File: src/rtl/stereo_downmix_if.sv
// Stereo-to-mono bus: L/R sample strobe in, mono sample and pan measurement out.
// Strobe semantics: new_sample has no ready; the slave accepts the L/R pair on every cycle new_sample is high.
interface stereo_downmix_if;
    logic               new_sample;
    logic signed [15:0] codec_sample_left;
    logic signed [15:0] codec_sample_right;
    logic signed [15:0] codec_sample;
    logic               mono_valid;
    logic [3:0]         pan_level;
    logic               pan_valid;
    logic               pan_silent;
    logic               busy;
    logic [0:0]         state_dbg;

    modport master (
        output new_sample, codec_sample_left, codec_sample_right,
        input  codec_sample, mono_valid, pan_level, pan_valid, pan_silent, busy, state_dbg
    );

    modport slave (
        input  new_sample, codec_sample_left, codec_sample_right,
        output codec_sample, mono_valid, pan_level, pan_valid, pan_silent, busy, state_dbg
    );
endinterface

File: src/rtl/stereo_downmix.sv
// Stereo downmix: mono = L+R (saturating when STEREO_DOWNMIX_SAT_EN is defined, wrapping otherwise)
// plus a windowed left-share measurement quantised to 0..8 by a sequential threshold search.
module stereo_downmix #(
    parameter int WINDOW_LOG2 = 8
) (
    input  logic             clk,
    input  logic             reset,
    stereo_downmix_if.slave  bus
);
    localparam int AW = 17 + WINDOW_LOG2;
    localparam int CW = 22 + WINDOW_LOG2;
    localparam logic [0:0] IDLE   = 1'b0;
    localparam logic [0:0] SEARCH = 1'b1;

    logic [0:0]             state;
    logic [2:0]             k;
    logic [AW-1:0]          acc_l, acc_r, snap_l, snap_r;
    logic [WINDOW_LOG2-1:0] cnt;
    logic [16:0]            abs_l, abs_r, sum;
    logic [15:0]            mono;
    logic [CW-1:0]          tot, lhs, rhs;
    logic                   window_end;
    logic [15:0]            codec_sample_q;
    logic [3:0]             pan_level_q;
    logic                   mono_valid_q, pan_valid_q, pan_silent_q;

    always_comb begin
        abs_l = bus.codec_sample_left[15]  ? (17'd0 - {1'b1, bus.codec_sample_left})
                                           : {1'b0, bus.codec_sample_left};
        abs_r = bus.codec_sample_right[15] ? (17'd0 - {1'b1, bus.codec_sample_right})
                                           : {1'b0, bus.codec_sample_right};
        sum   = {bus.codec_sample_left[15], bus.codec_sample_left}
              + {bus.codec_sample_right[15], bus.codec_sample_right};
`ifdef STEREO_DOWNMIX_SAT_EN
        // Sign bits of the 17-bit sum disagree exactly when the 16-bit result overflowed.
        if (sum[16] != sum[15]) begin
            mono = sum[16] ? 16'h8000 : 16'h7FFF;
        end else begin
            mono = sum[15:0];
        end
`else
        mono = sum[15:0];
`endif
        tot        = CW'(snap_l) + CW'(snap_r);
        lhs        = CW'(snap_l) << 4;
        rhs        = CW'({k, 1'b1}) * tot;
        window_end = bus.new_sample && (cnt == '1);
    end

    always_ff @(posedge clk) begin
        if (reset) begin
            state          <= IDLE;
            k              <= '0;
            acc_l          <= '0;
            acc_r          <= '0;
            snap_l         <= '0;
            snap_r         <= '0;
            cnt            <= '0;
            codec_sample_q <= '0;
            pan_level_q    <= '0;
            mono_valid_q   <= 1'b0;
            pan_valid_q    <= 1'b0;
            pan_silent_q   <= 1'b0;
        end else begin
            mono_valid_q <= 1'b0;
            pan_valid_q  <= 1'b0;
            pan_silent_q <= 1'b0;

            if (state == SEARCH) begin
                if (k == 3'd0 && tot == '0) begin
                    pan_silent_q <= 1'b1;
                    state        <= IDLE;
                end else if (lhs < rhs) begin
                    pan_level_q <= {1'b0, k};
                    pan_valid_q <= 1'b1;
                    state       <= IDLE;
                end else if (k == 3'd7) begin
                    pan_level_q <= 4'd8;
                    pan_valid_q <= 1'b1;
                    state       <= IDLE;
                end else begin
                    k <= k + 3'd1;
                end
            end

            // Accumulation continues during SEARCH; snapshots keep the finished window stable.
            if (bus.new_sample) begin
                codec_sample_q <= mono;
                mono_valid_q   <= 1'b1;
                cnt            <= cnt + 1'b1;
                if (window_end) begin
                    snap_l <= acc_l + AW'(abs_l);
                    snap_r <= acc_r + AW'(abs_r);
                    acc_l  <= '0;
                    acc_r  <= '0;
                    k      <= '0;
                    state  <= SEARCH;
                end else begin
                    acc_l <= acc_l + AW'(abs_l);
                    acc_r <= acc_r + AW'(abs_r);
                end
            end
        end
    end

    assign bus.codec_sample = codec_sample_q;
    assign bus.mono_valid   = mono_valid_q;
    assign bus.pan_level    = pan_level_q;
    assign bus.pan_valid    = pan_valid_q;
    assign bus.pan_silent   = pan_silent_q;
    assign bus.busy         = (state == SEARCH);
    assign bus.state_dbg    = state;
endmodule

File: src/flat_wrapper.sv
// flat-port wrapper written by rule: the top's interface ports become plain ports
module stereo_downmix_flat 
#(
    parameter int WINDOW_LOG2 = 8
)
  (clk, reset, bus_new_sample, bus_codec_sample_left, bus_codec_sample_right, bus_codec_sample, bus_mono_valid, bus_pan_level, bus_pan_valid, bus_pan_silent, bus_busy, bus_state_dbg);
  stereo_downmix_if bus_i ();
  input  logic clk;
  input  logic reset;
  input wire logic [$bits(bus_i.new_sample)-1:0] bus_new_sample;
  input wire logic [$bits(bus_i.codec_sample_left)-1:0] bus_codec_sample_left;
  input wire logic [$bits(bus_i.codec_sample_right)-1:0] bus_codec_sample_right;
  output wire logic [$bits(bus_i.codec_sample)-1:0] bus_codec_sample;
  output wire logic [$bits(bus_i.mono_valid)-1:0] bus_mono_valid;
  output wire logic [$bits(bus_i.pan_level)-1:0] bus_pan_level;
  output wire logic [$bits(bus_i.pan_valid)-1:0] bus_pan_valid;
  output wire logic [$bits(bus_i.pan_silent)-1:0] bus_pan_silent;
  output wire logic [$bits(bus_i.busy)-1:0] bus_busy;
  output wire logic [$bits(bus_i.state_dbg)-1:0] bus_state_dbg;
  assign bus_i.new_sample = bus_new_sample;
  assign bus_i.codec_sample_left = bus_codec_sample_left;
  assign bus_i.codec_sample_right = bus_codec_sample_right;
  assign bus_codec_sample = bus_i.codec_sample;
  assign bus_mono_valid = bus_i.mono_valid;
  assign bus_pan_level = bus_i.pan_level;
  assign bus_pan_valid = bus_i.pan_valid;
  assign bus_pan_silent = bus_i.pan_silent;
  assign bus_busy = bus_i.busy;
  assign bus_state_dbg = bus_i.state_dbg;
  stereo_downmix #(.WINDOW_LOG2(WINDOW_LOG2)) u_core (.clk(clk), .reset(reset), .bus(bus_i));
endmodule
File: config.mk
export PLATFORM = sky130hd
export DESIGN_NAME = stereo_downmix_flat
export DESIGN_NICKNAME = d
export VERILOG_FILES = /design/src/rtl/stereo_downmix_if.sv /design/src/rtl/stereo_downmix.sv /design/src/flat_wrapper.sv
export SDC_FILE = /design/constraint.sdc
export NUM_CORES = 1
export LEC_CHECK = 0
export ABC_AREA = 1
export ABC_CLOCK_PERIOD_IN_PS = 5600
export BUFFER_PORTS_ARGS = -buffer_cell sky130_fd_sc_hd__buf_4
export CAP_MARGIN = 25
export CORE_MARGIN = 3
export CORE_UTILIZATION = 50
export DETAILED_ROUTE_END_ITERATION = 8
export PLACE_DENSITY = 0.7
export SYNTH_ARGS = -nofsm -noshare
export SYNTH_HDL_FRONTEND = slang
export SYNTH_SLANG_ARGS = --single-unit
File: constraint.sdc
create_clock -name clk -period 5.6 [get_ports clk]
set_clock_uncertainty 0.1 [all_clocks]
set_input_delay 0.56 -clock clk [delete_from_list [all_inputs] [get_ports clk]]
set_output_delay 0.56 -clock clk [all_outputs]
set_load 0.1 [all_outputs]
After elaboration in Yosys (flattened, before gate mapping):

Cells that the tools add are included.

* register bits: 135
* bits of input ports: 35
* output and inout bits: 25
* logic and storage cells: 57

* add/subtract/negate cells: 8
* multipliers: 1
* $lt $le $gt $ge: 1
* equality and inequality tests: 2
* multiplexer cells: 22
* bitwise logic cells: 2
* reductions and logical operators: 9

Operators by type and width (number)
* 25-bit by 17-bit adder with 25-bit output: 2
* 25-bit 2-to-1 mux: 2
* 17-bit 2-to-1 mux: 2
* 1-bit by 17-bit subtractor with 17-bit output, first input constant: 2
* 30-bit logical NOT: 1
* 29-bit by 30-bit less-than comparator with 1-bit output: 1
* 4-bit by 30-bit multiplier with 30-bit output: 1
* 25-bit by 25-bit adder with 26-bit output: 1
* 3-bit 2-to-1 mux: 6
* 16-bit adder: 1
* 1-bit 2-to-1 mux: 10
* 8-bit by 1-bit adder with 8-bit output, second input constant: 1
* 8-bit equality test, second input constant: 1
* 4-bit 2-to-1 mux: 2
* 3-bit by 1-bit adder with 3-bit output, second input constant: 1
* 3-bit equality test, second input constant: 1
* 3-bit logical NOT: 1
* 3-bit AND reduction: 1
* 3-bit OR reduction: 1
* 1-bit logical AND: 2
* 1-bit inverter: 2
* 2-bit AND reduction: 1
* 2-bit nonzero test: 1
* 2-bit OR reduction: 1

Depth between registers and ports, before layout:

Gate-level depths: netlist of run 1.

* word-level depth: 8
* mapped depth: 43
* depth with buffers taken out: 43

Least setup slack after synthesis of run 1:

Ideal clock, no wire load.

* path type: register -> register
* from: register u_core.snap_l[0]
* to: register u_core.k[1]
* arrival: 5.582 ns
* required time: 5.387 ns
* slack: -0.195 ns
* stages on the path, launching flop included: 39
* path buffers: 0
* path through: dfxtp_1 > ha_1 > fa_1 > nand3_1 > nand2_2 > nand2_2 > nand3b_1 > nand2_1 > nor2_1 > fa_1 > inv_1 > fa_1 > inv_1 > ha_1 > nand2_1 > nor2_1 > nand3_1 > nand3_2 > [3 not listed] > o21ai_1 > nand2_1 > nand2_1 > nand2_1 > nand3b_1 > nand2_1 > ha_1 > nand3_1 > nor3_1 > inv_1 > nor4_1 > nand4_1 > nand2_1 > nand2_1 > inv_1 > nand3_2 > nor2_1 > nor2_1

* cells in the longest elaborated chain, start to end: 8
* elaborated cells between the ends (all ways): 10

Ends and longest elaborated chain
* start, declared: line stereo_downmix.sv:17 `logic [AW-1:0] acc_l, acc_r, snap_l, snap_r;`
* start signal, assigned: line stereo_downmix.sv:92 `snap_l <= acc_l + AW'(abs_l);`
* 25-bit by 25-bit adder with 26-bit output: line stereo_downmix.sv:44 `tot = CW'(snap_l) + CW'(snap_r);`
* 4-bit by 30-bit multiplier with 30-bit output: line stereo_downmix.sv:46 `rhs = CW'({k, 1'b1}) * tot;`
* 29-bit by 30-bit less-than comparator with 1-bit output: line stereo_downmix.sv:73 `end else if (lhs < rhs) begin`
* 3-bit 2-to-1 mux: line stereo_downmix.sv:73
* 3-bit 2-to-1 mux *: line stereo_downmix.sv:70 `if (k == 3'd0 && tot == '0) begin`
* 3-bit 2-to-1 mux *: line stereo_downmix.sv:69 `if (state == SEARCH) begin`
* 3-bit 2-to-1 mux: line stereo_downmix.sv:91 `if (window_end) begin`
* 3-bit 2-to-1 mux *: line stereo_downmix.sv:87 `if (bus.new_sample) begin`
* end signal, assigned: line stereo_downmix.sv:82 `k <= k + 3'd1;`
* end, declared: line stereo_downmix.sv:16 `logic [2:0] k;`

Mark *: on every way between the ends. The rest lies on a longest branch, timed or not.
A chain may end at the register's enable or synchronous reset.

Worst setup path after layout of run 1:

* from: register u_core.snap_r[0]
* to: register u_core.pan_level_q[0], in the netlist u_core.bus.pan_level[0]

* cells in the longest elaborated chain, start to end: 5
* elaborated cells between the ends (all ways): 9

Ends and longest elaborated chain
* start, declared: line stereo_downmix.sv:17
* start signal, assigned: line stereo_downmix.sv:93 `snap_r <= acc_r + AW'(abs_r);`
* 25-bit by 25-bit adder with 26-bit output *: line stereo_downmix.sv:44
* 4-bit by 30-bit multiplier with 30-bit output / 30-bit logical NOT (equally long branches): line stereo_downmix.sv:46, stereo_downmix.sv:70
* 29-bit by 30-bit less-than comparator with 1-bit output / 1-bit logical AND (equally long branches): line stereo_downmix.sv:73, stereo_downmix.sv:70
* 2-bit nonzero test (no source line) / 1-bit inverter (equally long branches)
* 3-bit AND reduction (no source line)
* end signal, assigned: line stereo_downmix.sv:74 `pan_level_q <= {1'b0, k};`
* end, declared: line stereo_downmix.sv:24 `logic [3:0] pan_level_q;`

Marks and branches as above.

==> flow_metrics.py, run 1 <==
metrics = {
    "cells_and_area": {
        "final_area_sq_mm": 0.0174,
        "fin_nets": 2485,
        "antenna_cells": 0,
        "share_of_layout_cells_above_drive_strength_1_pct": 26.4,
        "flow.area_growth_from_synthesis_pct": 30.1,
    },
    "setup_path": {
        "critPathSlowestCell": "fa_1",
        "critical_path_arrival_ns": 6.10,
        "rr_startpoint": "u_core.snap_r[0]$_SDFFE_PP0P_",
        "reg2reg_to": "u_core.bus.pan_level[0]$_SDFFE_PP0P_",
        "crit_required_ns": 5.82,
        "kind_of_launch_point_of_the_worst_setup_path": "register",
        "reg2reg_slack_ns": -0.28,
        "worstSetupPathType": "register to register",
        "worst_setup_path_end_kind": "register",
        "path_max_fanout": 5,
        "critical-path-top-cell-by-count": "nand2_2",
        "r2r.worst_path.cells": 37,
        "critPathMaxStageDelay_ns": 0.50,
    },
    "power": {
        "sw_frac_of_total_pct": 36.0,
        "powerDensity_mw_per_mm2": 175,
        "cell_internal_pwr_mw": 1.95,
        "power.clock.fraction_pct": 37.4,
        "leakagePower_nw": 8.56,
        "switching_power_mw": 1.10,
        "totalPowerFinal_mw": 3.05,
        "worst_ir_drop_vdd_v": 0.000230,
        "power.combinational.fraction_pct": 28.2,
        "power.share.sequential_pct": 34.4,
    },
    "sta": {
        "post-route-worst-setup-slack_ns": -0.278,
        "slew_headroom_pct": 45.1,
        "finalHoldViolCount": 0,
        "slew_viol_final": 0,
        "max_slew.worst_pin.slew_ns": 0.822,
        "max_clock_freq_ghz": 0.170,
        "finalSetupViolations": 9,
        "unrepaired_setup_endpoints_after_global_routing": "yes",
        "post-route-period-util_pct": 105,
        "post-route-min-period_ns": 5.88,
    },
    "route": {
        "drt_iter0_markers": 974,
        "drt.antenna.violating_nets": 0,
        "post_drt_wl_per_cell_microns": 14.9,
        "post-route-drc-count": 0,
        "viasPerCell": 5.33,
        "route.vias.total": 13899,
        "routed_wl_microns": 38800,
        "drt-pass1-iter-count": 8,
    },
    "clock_tree": {
        "htreeDepth": 4,
        "clk_pin_slew_worst_paths_ns": 0.07,
        "cts_root_buf": "clkbuf_16",
        "clk-insertion-delay-late_ns": 0.43,
        "clock_tree_from_tritoncts": "done",
        "postCtsHoldBufs": 0,
        "clock_path_buffers": 2,
        "number_of_cts_inserted_buffers": 17,
        "cts.sink_count": 135,
    },
    "synth": {
        "synth-warning-count": 0,
        "syn_inst": 1985,
        "ys_seq_elements": 135,
        "synth_flop_cell": "dfxtp_1",
        "synthesis.area_sq_mm": 0.0134,
        "synth-seq-area-share_pct": 20.2,
        "async_flop_share_pct": 0,
        "postSynthAreaPerCell_sq_um": 6.74,
        "synthDistinctLibCells": 51,
        "synth-edff-count": 0,
    },
    "min_path": {
        "hold_depth": 2,
        "hold-path-endpoint": "u_core.snap_r[23]$_SDFFE_PP0P_",
        "hold_path_start": "u_core.snap_r[23]$_SDFFE_PP0P_",
        "holdCritPathClass": "register to register",
    },
    "placement": {
        "place_ws_ns": -0.433,
        "place.detailed.hpwl_microns": 30100,
        "area_after_dpl_sq_mm": 0.0156,
        "place.port_buffers": 59,
        "finalWeightedCongestion": 0.947,
    },
    "global_routing": {
        "initial_antenna_violation_count": 1,
        "grt_overflow": 0,
        "grt_first_pass_wirelength_microns": 63000,
        "grt_pass1_vias": 13543,
        "gr-usage-all-layers_pct": 26.5,
        "grt_start_max_net_pins": 65,
    },
    "run": {
        "drv_cap": 0,
    },
    "run_status": {
        "status": "finished with violations",
        "failed_checks": "setup timing",
    },
    "die": {
        "die_h_microns": 170,
        "fp.dieArea_sq_mm": 0.0287,
        "rows": 59,
        "initial_core_util_pct": 51.0,
        "core_area_sq_mm": 0.0262,
        "die_x_microns": 170,
        "floorplan.io_pins": 60,
    },
}
cell usage in the layout (no fill, tap or decap), drive strengths merged, types with 3 or more instances in the layout:
| cell | instances |
|---|---|
| a21boi | 3 |
| nand4 | 23 |
| o31ai | 3 |
| or2 | 28 |
| fa | 52 |
| nand2 | 516 |
| ha | 138 |
| o21ai | 82 |
| nor2 | 219 |
| a21o | 7 |
| clkinv | 8 |
| buf | 296 |
| a21oi | 177 |
| xor2 | 53 |
| nand3 | 80 |
| nand3b | 22 |
| a32o | 7 |
| a31oi | 14 |
| o21bai | 12 |
| inv | 280 |
| dfxtp | 135 |
| clkbuf | 17 |
| a22o | 15 |
| nor3 | 22 |
| xnor2 | 39 |
| o21a | 3 |
| nor4 | 7 |
what timing repair did:
action / 4_1_cts / 5_1_grt
pin swaps: 71 / 57
resized for setup: 126 / 75
buffers inserted: 26 / 10
endpoints found under the hold margin: 0 / 0
setup endpoints to repair: 9 / 9
power groups by stage:
stage,clock network (mW),registers [mW],logic (mW)
after floorplan,0,1.15,0.540
after global placement,0,1.07,0.824
after detailed placement,0,1.07,0.838
after CTS,1.15,1.05,0.844
after global routing,1.20,1.05,0.944
final,1.14,1.05,0.860
state kept, by name (all words and copies together), names as in the netlist:
signal / cells
u_core.bus.busy: 1
u_core.snap_l: 25
u_core.k: 3
u_core.acc_r: 25
u_core.acc_l: 25
u_core.bus.pan_silent: 1
u_core.snap_r: 25
u_core.bus.pan_valid: 1
u_core.cnt: 8
u_core.bus.mono_valid: 1
u_core.bus.pan_level: 4
u_core.bus.codec_sample: 16
stage by stage:
stage,setup TNS (ns),cells,hold slack (ns),utilization [%]
after floorplan,0,1986,0.332,-
after global placement,-3.14,2540,0.347,59.7
after detailed placement,-3.52,2540,0.352,59.7
after CTS,-0.961,2598,0.365,65.0
after global routing,-5.22,2608,0.385,66.4
final,-1.97,2608,0.362,66.4
worst max-delay path: cells and delay by family, from the launching register on:
kind / cells / cell delay (ns)
XOR/XNOR: 1 / 0.20
AO/OA/AOI/OAI: 9 / 1.07
AND/OR/NAND/NOR: 15 / 1.39
flip-flops: 1 / 0.34
buffers and inverters: 6 / 0.49
adder cells (fa/ha/maj): 6 / 2.13
routing by layer:
| layer | global-route usage (%) | wire, microns |
|---|---|---|
| met1 | 33.8 | 17000 |
| met4 | 8.14 | 1030 |
| met5 | 0 | 12 |
| met2 | 46.6 | 18800 |
| met3 | 3.68 | 2020 |
synth_stat cells (2+ instances only):
master	instances	area (sq um)
inv_1	259	972
nor3b_1	2	15.0
o211ai_1	2	15.0
nor4_1	7	43.8
o21bai_1	12	90.1
or2_1	2	12.5
o21a_1	3	22.5
nor3_1	22	110
o21ai_1	12	60.1
nand3_1	73	365
o21ai_0	69	345
fa_1	52	1040
xor2_1	53	464
nand4_1	23	144
a21oi_2	7	61.3
nor2_4	3	33.8
xnor2_1	39	342
a21boi_0	2	15.0
nand2_2	33	206
clkinv_1	4	15.0
nand2_4	2	22.5
clkbuf_1	35	131
buf_4	2	15.0
or2_2	26	163
inv_2	12	45.0
a21oi_1	170	851
a31oi_1	14	87.6
dfxtp_1	135	2700
nor2_1	208	781
nand3_2	6	60.1
nand3b_1	22	165
a21o_1	7	52.6
nor2_2	8	50.1
nand2_1	481	1810
a22o_1	15	131
a32o_1	7	70.1
o31ai_1	3	22.5
buf_2	3	15.0
ha_1	138	1730
area by class of cell:
type,instances,area [sq um]
clock inverters,15,181
fillers,2187,8810
repair buffers,296,2250
clock buffers,17,425
inverters,275,1030
flip-flops and latches,135,2710
multi-input cells,1535,10400
well taps,335,419
kinds of logic (layout without fill, tap and decap cells):
group | after synthesis | after routing | synth area share (%)
compound gates | 330 | 330 | 14.1
fa+ha+maj | 190 | 190 | 20.7
simple gates | 921 | 921 | 30.0
buf+inv | 316 | 603 | 8.95
xor+xnor | 92 | 92 | 6.03
flops | 135 | 135 | 20.2
other cells | 1 | 2 | 0.0280
worst max-delay path by stage:
stage,startpoint,to,slack [ns]
2_1_floorplan,u_core.snap_l[0]$_SDFFE_PP0P_,u_core.k[1]$_SDFF_PP0_,0.002
3_3_place_gp,u_core.snap_r[0]$_SDFFE_PP0P_,u_core.k[1]$_SDFF_PP0_,-0.38
3_5_place_dp,u_core.snap_r[0]$_SDFFE_PP0P_,u_core.k[1]$_SDFF_PP0_,-0.43
4_1_cts,u_core.snap_r[0]$_SDFFE_PP0P_,u_core.bus.pan_level[1]$_SDFFE_PP0P_,-0.16
5_1_grt,u_core.snap_r[0]$_SDFFE_PP0P_,u_core.bus.pan_level[1]$_SDFFE_PP0P_,-0.63
6_report,u_core.snap_r[0]$_SDFFE_PP0P_,u_core.bus.pan_level[0]$_SDFFE_PP0P_,-0.28
(Power assumes the default switching activity.)
==> inputs of run 2 (changes only) <==
--- a/config.mk
+++ b/config.mk
@@ -10,9 +10,9 @@
 export BUFFER_PORTS_ARGS = -buffer_cell sky130_fd_sc_hd__buf_4
 export CAP_MARGIN = 25
 export CORE_MARGIN = 3
-export CORE_UTILIZATION = 50
+export CORE_UTILIZATION = 58
 export DETAILED_ROUTE_END_ITERATION = 8
-export PLACE_DENSITY = 0.7
+export PLACE_DENSITY = 0.79
 export SYNTH_ARGS = -nofsm -noshare
 export SYNTH_HDL_FRONTEND = slang
 export SYNTH_SLANG_ARGS = --single-unit
==> flow_metrics.py, run 2 (synthesis gave the netlist of run 1 again) <==
metrics = {
    "power": {
        "power.share.sequential_pct": 34.6,
        "cell_internal_pwr_mw": 1.94,
        "powerDensity_mw_per_mm2": 177,
        "switching_power_mw": 1.09,
        "totalPowerFinal_mw": 3.03,
        "worst_ir_drop_vdd_v": 0.000222,
        "sw_frac_of_total_pct": 36.0,
        "leakagePower_nw": 8.46,
        "power.combinational.fraction_pct": 28.2,
        "power.clock.fraction_pct": 37.1,
    },
    "route": {
        "routed_wl_microns": 41600,
        "viasPerCell": 5.66,
        "drt_iter0_markers": 1259,
        "post-route-drc-count": 0,
        "drt.antenna.violating_nets": 0,
        "post_drt_wl_per_cell_microns": 16.4,
        "drt-pass1-iter-count": 6,
        "route.vias.total": 14341,
    },
    "min_path": {
        "hold_path_start": "u_core.snap_r[23]$_SDFFE_PP0P_",
        "holdCritPathClass": "register to register",
    },
    "setup_path": {
        "worstSetupPathType": "register to register",
        "path_max_fanout": 5,
        "kind_of_launch_point_of_the_worst_setup_path": "register",
        "worst_setup_path_end_kind": "register",
        "critPathMaxStageDelay_ns": 0.53,
        "crit_required_ns": 5.87,
        "critical_path_arrival_ns": 6.26,
        "critPathSlowestCell": "fa_1",
        "rr_startpoint": "u_core.snap_l[0]$_SDFFE_PP0P_",
        "critical-path-top-cell-by-count": "nand2_1",
        "worst_setup_path_startpoint": "u_core.snap_l[0]$_SDFFE_PP0P_",
    },
    "cells_and_area": {
        "fin_nets": 2466,
        "antenna_cells": 0,
        "final_cells": 2534,
        "share_of_layout_cells_above_drive_strength_1_pct": 24.7,
        "commonest_cells_after_routing_fill_and_taps_aside": "450 x nand2_1, 270 x buf_4, 236 x inv_1",
        "layout_commonest_cell": "nand2_1",
        "final_util_pct": 76.8,
        "final_area_sq_mm": 0.0171,
        "flow.area_growth_from_synthesis_pct": 27.7,
    },
    "placement": {
        "place.port_buffers": 59,
        "dpl.cell_count": 2471,
        "area_after_dpl_sq_mm": 0.0155,
        "finalWeightedCongestion": 0.954,
        "place.detailed.hpwl_microns": 29400,
    },
    "die": {
        "die_h_microns": 158,
        "die_x_microns": 158,
        "rows": 54,
        "fp.dieArea_sq_mm": 0.0249,
        "floorplan.io_pins": 60,
        "initial_core_util_pct": 60.2,
        "core_area_sq_mm": 0.0222,
    },
    "global_routing": {
        "grt_start_max_net_pins": 64,
        "grt_first_pass_wirelength_microns": 65300,
        "gr-usage-all-layers_pct": 32.1,
        "grt_overflow": 0,
        "grt_pass1_vias": 14109,
        "initial_antenna_violation_count": 0,
    },
    "sta": {
        "post-route-worst-setup-slack_ns": -0.386,
        "slew_headroom_pct": 43.8,
        "finalSetupViolations": 9,
        "slew_viol_final": 0,
        "post-route-period-util_pct": 107,
        "max_clock_freq_ghz": 0.167,
        "fin_tns_setup_ns": -3.07,
        "unrepaired_setup_endpoints_after_global_routing": "yes",
        "max_slew.worst_pin.slew_ns": 0.841,
        "finalHoldViolCount": 0,
        "post-route-min-period_ns": 5.99,
    },
    "clock_tree": {
        "clk_pin_slew_worst_paths_ns": 0.07,
        "clk-insertion-delay-late_ns": 0.43,
        "htreeDepth": 4,
        "clock_path_buffers": 2,
        "number_of_cts_inserted_buffers": 17,
        "cts.sink_count": 135,
        "clock_tree_from_tritoncts": "done",
        "postCtsHoldBufs": 0,
        "cts_root_buf": "clkbuf_16",
    },
    "run_status": {
        "failed_checks": "setup timing",
        "status": "finished with violations",
    },
    "run": {
        "drv_cap": 0,
    },
}
-- run 2: repair_timing --
action | CTS | global route
endpoints found under the setup margin | 9 | 9
pin swaps | 89 | 39
resized for setup | 136 | 42
hold endpoints to repair | 0 | 0
buffers inserted | 23 | 7
-- run 2: path summary, 6_finish.rpt --
kind / cells after the start / slack (ns) / end
setup / recovery: 35 / -0.39 / u_core.bus.pan_level[0]$_SDFFE_PP0P_
hold / removal: 2 / 0.37 / u_core.snap_r[23]$_SDFFE_PP0P_
setup reg to reg: 35 / -0.39 / u_core.bus.pan_level[0]$_SDFFE_PP0P_
hold reg to reg: 2 / 0.37 / u_core.snap_r[23]$_SDFFE_PP0P_
-- run 2: through the flow --
step                      hold WS, ns  setup slack (ns)
after CTS                       0.367            -0.234
after floorplan                 0.332           0.00166
final                           0.368            -0.386
after global routing            0.386            -0.714
after detailed placement        0.357            -0.571
after global placement          0.348            -0.252
-- run 2: area by class of cell --
type	count	area, sq um
fillers	1536	5160
well taps	280	350
inverters	275	1030
clock buffers	17	425
clock inverters	15	158
flip-flops and latches	135	2710
repair buffers	277	2110
multi-input cells	1535	10300
-- run 2: power by group through the flow --
| stage | combinational, mW | sequential [mW] | clock [mW] |
|---|---|---|---|
| floorplan | 0.540 | 1.15 | 0 |
| global placement | 0.814 | 1.07 | 0 |
| detailed placement | 0.830 | 1.07 | 0 |
| CTS | 0.838 | 1.05 | 1.13 |
| global route | 0.938 | 1.06 | 1.18 |
| finish | 0.856 | 1.05 | 1.12 |
-- run 2: worst max-delay path, delay by kind of cell, from the launching register on --
| kind | cells | cell delay [ns] |
|---|---|---|
| adders and majority gates | 6 | 2.14 |
| buffers and inverters | 5 | 0.45 |
| AOI/OAI and AO/OA | 7 | 0.98 |
| DFF | 1 | 0.36 |
| and+or+nand+nor | 16 | 1.77 |
| xor gates and xnor gates | 1 | 0.14 |
-- run 2: per-layer routing --
| metal | vias up | GRT usage (%) | share of wire [%] |
|---|---|---|---|
| met5 | - | 0 | 0 |
| met3 | 146 | 4.26 | 6.3 |
| met1 | 6657 | 38.8 | 41 |
| li1 | 6931 | - | - |
| met4 | 0 | 13.0 | 4.3 |
| met2 | 607 | 57.6 | 49 |
==> inputs of run 3 (changes only) <==
--- a/config.mk
+++ b/config.mk
@@ -7,7 +7,7 @@
 export LEC_CHECK = 0
 export ABC_AREA = 1
 export ABC_CLOCK_PERIOD_IN_PS = 5600
-export BUFFER_PORTS_ARGS = -buffer_cell sky130_fd_sc_hd__buf_4
+export BUFFER_PORTS_ARGS = -buffer_cell sky130_fd_sc_hd__buf_2
 export CAP_MARGIN = 25
 export CORE_MARGIN = 3
 export CORE_UTILIZATION = 58
==> flow_metrics.py, run 3 (synthesis gave the netlist of run 1 again) <==
metrics = {
    "sta": {
        "fin_tns_setup_ns": -1.77,
        "max_clock_freq_ghz": 0.171,
        "post-route-period-util_pct": 105,
        "post-route-min-period_ns": 5.86,
        "post-route-worst-setup-slack_ns": -0.264,
        "slew_viol_final": 0,
        "slew_headroom_pct": 44.4,
        "finalHoldViolCount": 0,
        "unrepaired_setup_endpoints_after_global_routing": "yes",
        "max_slew.worst_pin.slew_ns": 0.831,
        "finalSetupViolations": 9,
    },
    "die": {
        "fp.dieArea_sq_mm": 0.0249,
        "die_x_microns": 158,
        "initial_core_util_pct": 60.2,
        "core_area_sq_mm": 0.0222,
        "rows": 54,
        "die_h_microns": 158,
        "floorplan.io_pins": 60,
    },
    "route": {
        "post_drt_wl_per_cell_microns": 16.2,
        "viasPerCell": 5.62,
        "route.vias.total": 14331,
        "routed_wl_microns": 41200,
        "drt.antenna.violating_nets": 0,
        "drt-pass1-iter-count": 7,
        "post-route-drc-count": 0,
        "drt_iter0_markers": 1097,
    },
    "global_routing": {
        "grt_first_pass_wirelength_microns": 63700,
        "gr-usage-all-layers_pct": 31.5,
        "grt_start_max_net_pins": 64,
        "grt_pass1_vias": 13730,
        "initial_antenna_violation_count": 0,
        "grt_overflow": 0,
    },
    "clock_tree": {
        "clk_pin_slew_worst_paths_ns": 0.07,
        "clk-insertion-delay-late_ns": 0.43,
        "cts.sink_count": 135,
        "clock_path_buffers": 2,
        "clock_tree_from_tritoncts": "done",
        "number_of_cts_inserted_buffers": 17,
        "htreeDepth": 4,
        "cts_root_buf": "clkbuf_16",
    },
    "cells_and_area": {
        "final_util_pct": 77.7,
        "fin_nets": 2480,
        "flow.area_growth_from_synthesis_pct": 29.1,
        "layout_commonest_cell": "nand2_1",
        "antenna_cells": 0,
        "commonest_cells_after_routing_fill_and_taps_aside": "427 x nand2_1, 240 x inv_1, 226 x buf_4",
        "share_of_layout_cells_above_drive_strength_1_pct": 27.0,
    },
    "min_path": {
        "hold_path_start": "u_core.snap_r[20]$_SDFFE_PP0P_",
        "holdCritPathClass": "register to register",
    },
    "setup_path": {
        "critical_path_arrival_ns": 6.07,
        "worst_setup_path_startpoint": "u_core.snap_r[0]$_SDFFE_PP0P_",
        "path_max_fanout": 4,
        "critical_path.top_delay_family": "adder cells",
        "kind_of_launch_point_of_the_worst_setup_path": "register",
        "cp.buffers_inverters": 7,
        "worstSetupPathType": "register to register",
        "crit_required_ns": 5.81,
        "critPathSlowestCell": "fa_1",
        "critPathMaxStageDelay_ns": 0.52,
        "rr_startpoint": "u_core.snap_r[0]$_SDFFE_PP0P_",
        "worst_setup_path_end_kind": "register",
        "critical-path-top-cell-by-count": "inv_1",
    },
    "run": {
        "drv_cap": 0,
    },
    "placement": {
        "place.detailed.hpwl_microns": 29400,
        "finalWeightedCongestion": 0.951,
        "place_ws_ns": -0.499,
        "place.port_buffers": 59,
    },
    "power": {
        "totalPowerFinal_mw": 3.08,
        "leakagePower_nw": 8.54,
        "worst_ir_drop_vdd_v": 0.000226,
        "powerDensity_mw_per_mm2": 178,
    },
    "run_status": {
        "status": "finished with violations",
        "failed_checks": "setup timing",
    },
}
-- run 3: report_power, final --
group          internal, mW  switching (mW)
combinational         0.279           0.568
clock                 0.686           0.496
sequential             1.02          0.0327
-- run 3: layout make-up --
cell class	count	area [sq um]
clock buffers	17	425
repair buffers	291	2070
clock inverters	15	201
multi-input cells	1535	10500
inverters	275	1030
well taps	280	350
fillers	1589	4960
flip-flops and latches	135	2720
-- run 3: final timing paths --
path / end / slack, ns / depth (start not counted)
setup / recovery: u_core.bus.pan_level[3]$_SDFFE_PP0P_ / -0.26 / 34
hold / removal: u_core.snap_r[20]$_SDFFE_PP0P_ / 0.36 / 2
setup reg to reg: u_core.bus.pan_level[3]$_SDFFE_PP0P_ / -0.26 / 34
hold reg to reg: u_core.snap_r[20]$_SDFFE_PP0P_ / 0.36 / 2
-- run 3: what timing repair did --
item | in CTS | in global routing
buffers inserted | 24 | 13
pin swaps | 41 | 54
resized for setup | 114 | 104
hold buffers | 0 | 0
endpoints found under the setup margin | 9 | 9
-- run 3: metal layers --
layer  part of all wire [%]  vias to the layer above  global-route usage (%)  wire length (microns)
met5                      0                        -                       0                      0
met4                    4.0                        0                    11.0                   1650
met3                    5.5                      146                    4.43                   2250
met2                     48                      552                    55.8                  19900
met1                     42                     6670                    39.1                  17400
li1                       -                     6963                       -                      -
-- run 3: per-stage QoR --
| step | cell area (sq um) | hold WS [ns] | instances |
|---|---|---|---|
| after floorplan | 13400 | 0.332 | 1986 |
| after CTS | 16700 | 0.366 | 2535 |
| final | 17300 | 0.364 | 2548 |
| after global routing | 17300 | 0.380 | 2548 |
| after global placement | 15400 | 0.347 | 2478 |
| after detailed placement | 15400 | 0.350 | 2479 |
-- run 3: worst register-to-register path, delay by kind of cell (launching register included) --
family	cells	cell delay (ns)
DFF	1	0.34
and+or+nand+nor	14	1.59
adders and majority gates	6	2.12
xor gates and xnor gates	2	0.34
AOI/OAI and AO/OA	5	0.59
buffers and inverters	7	0.67
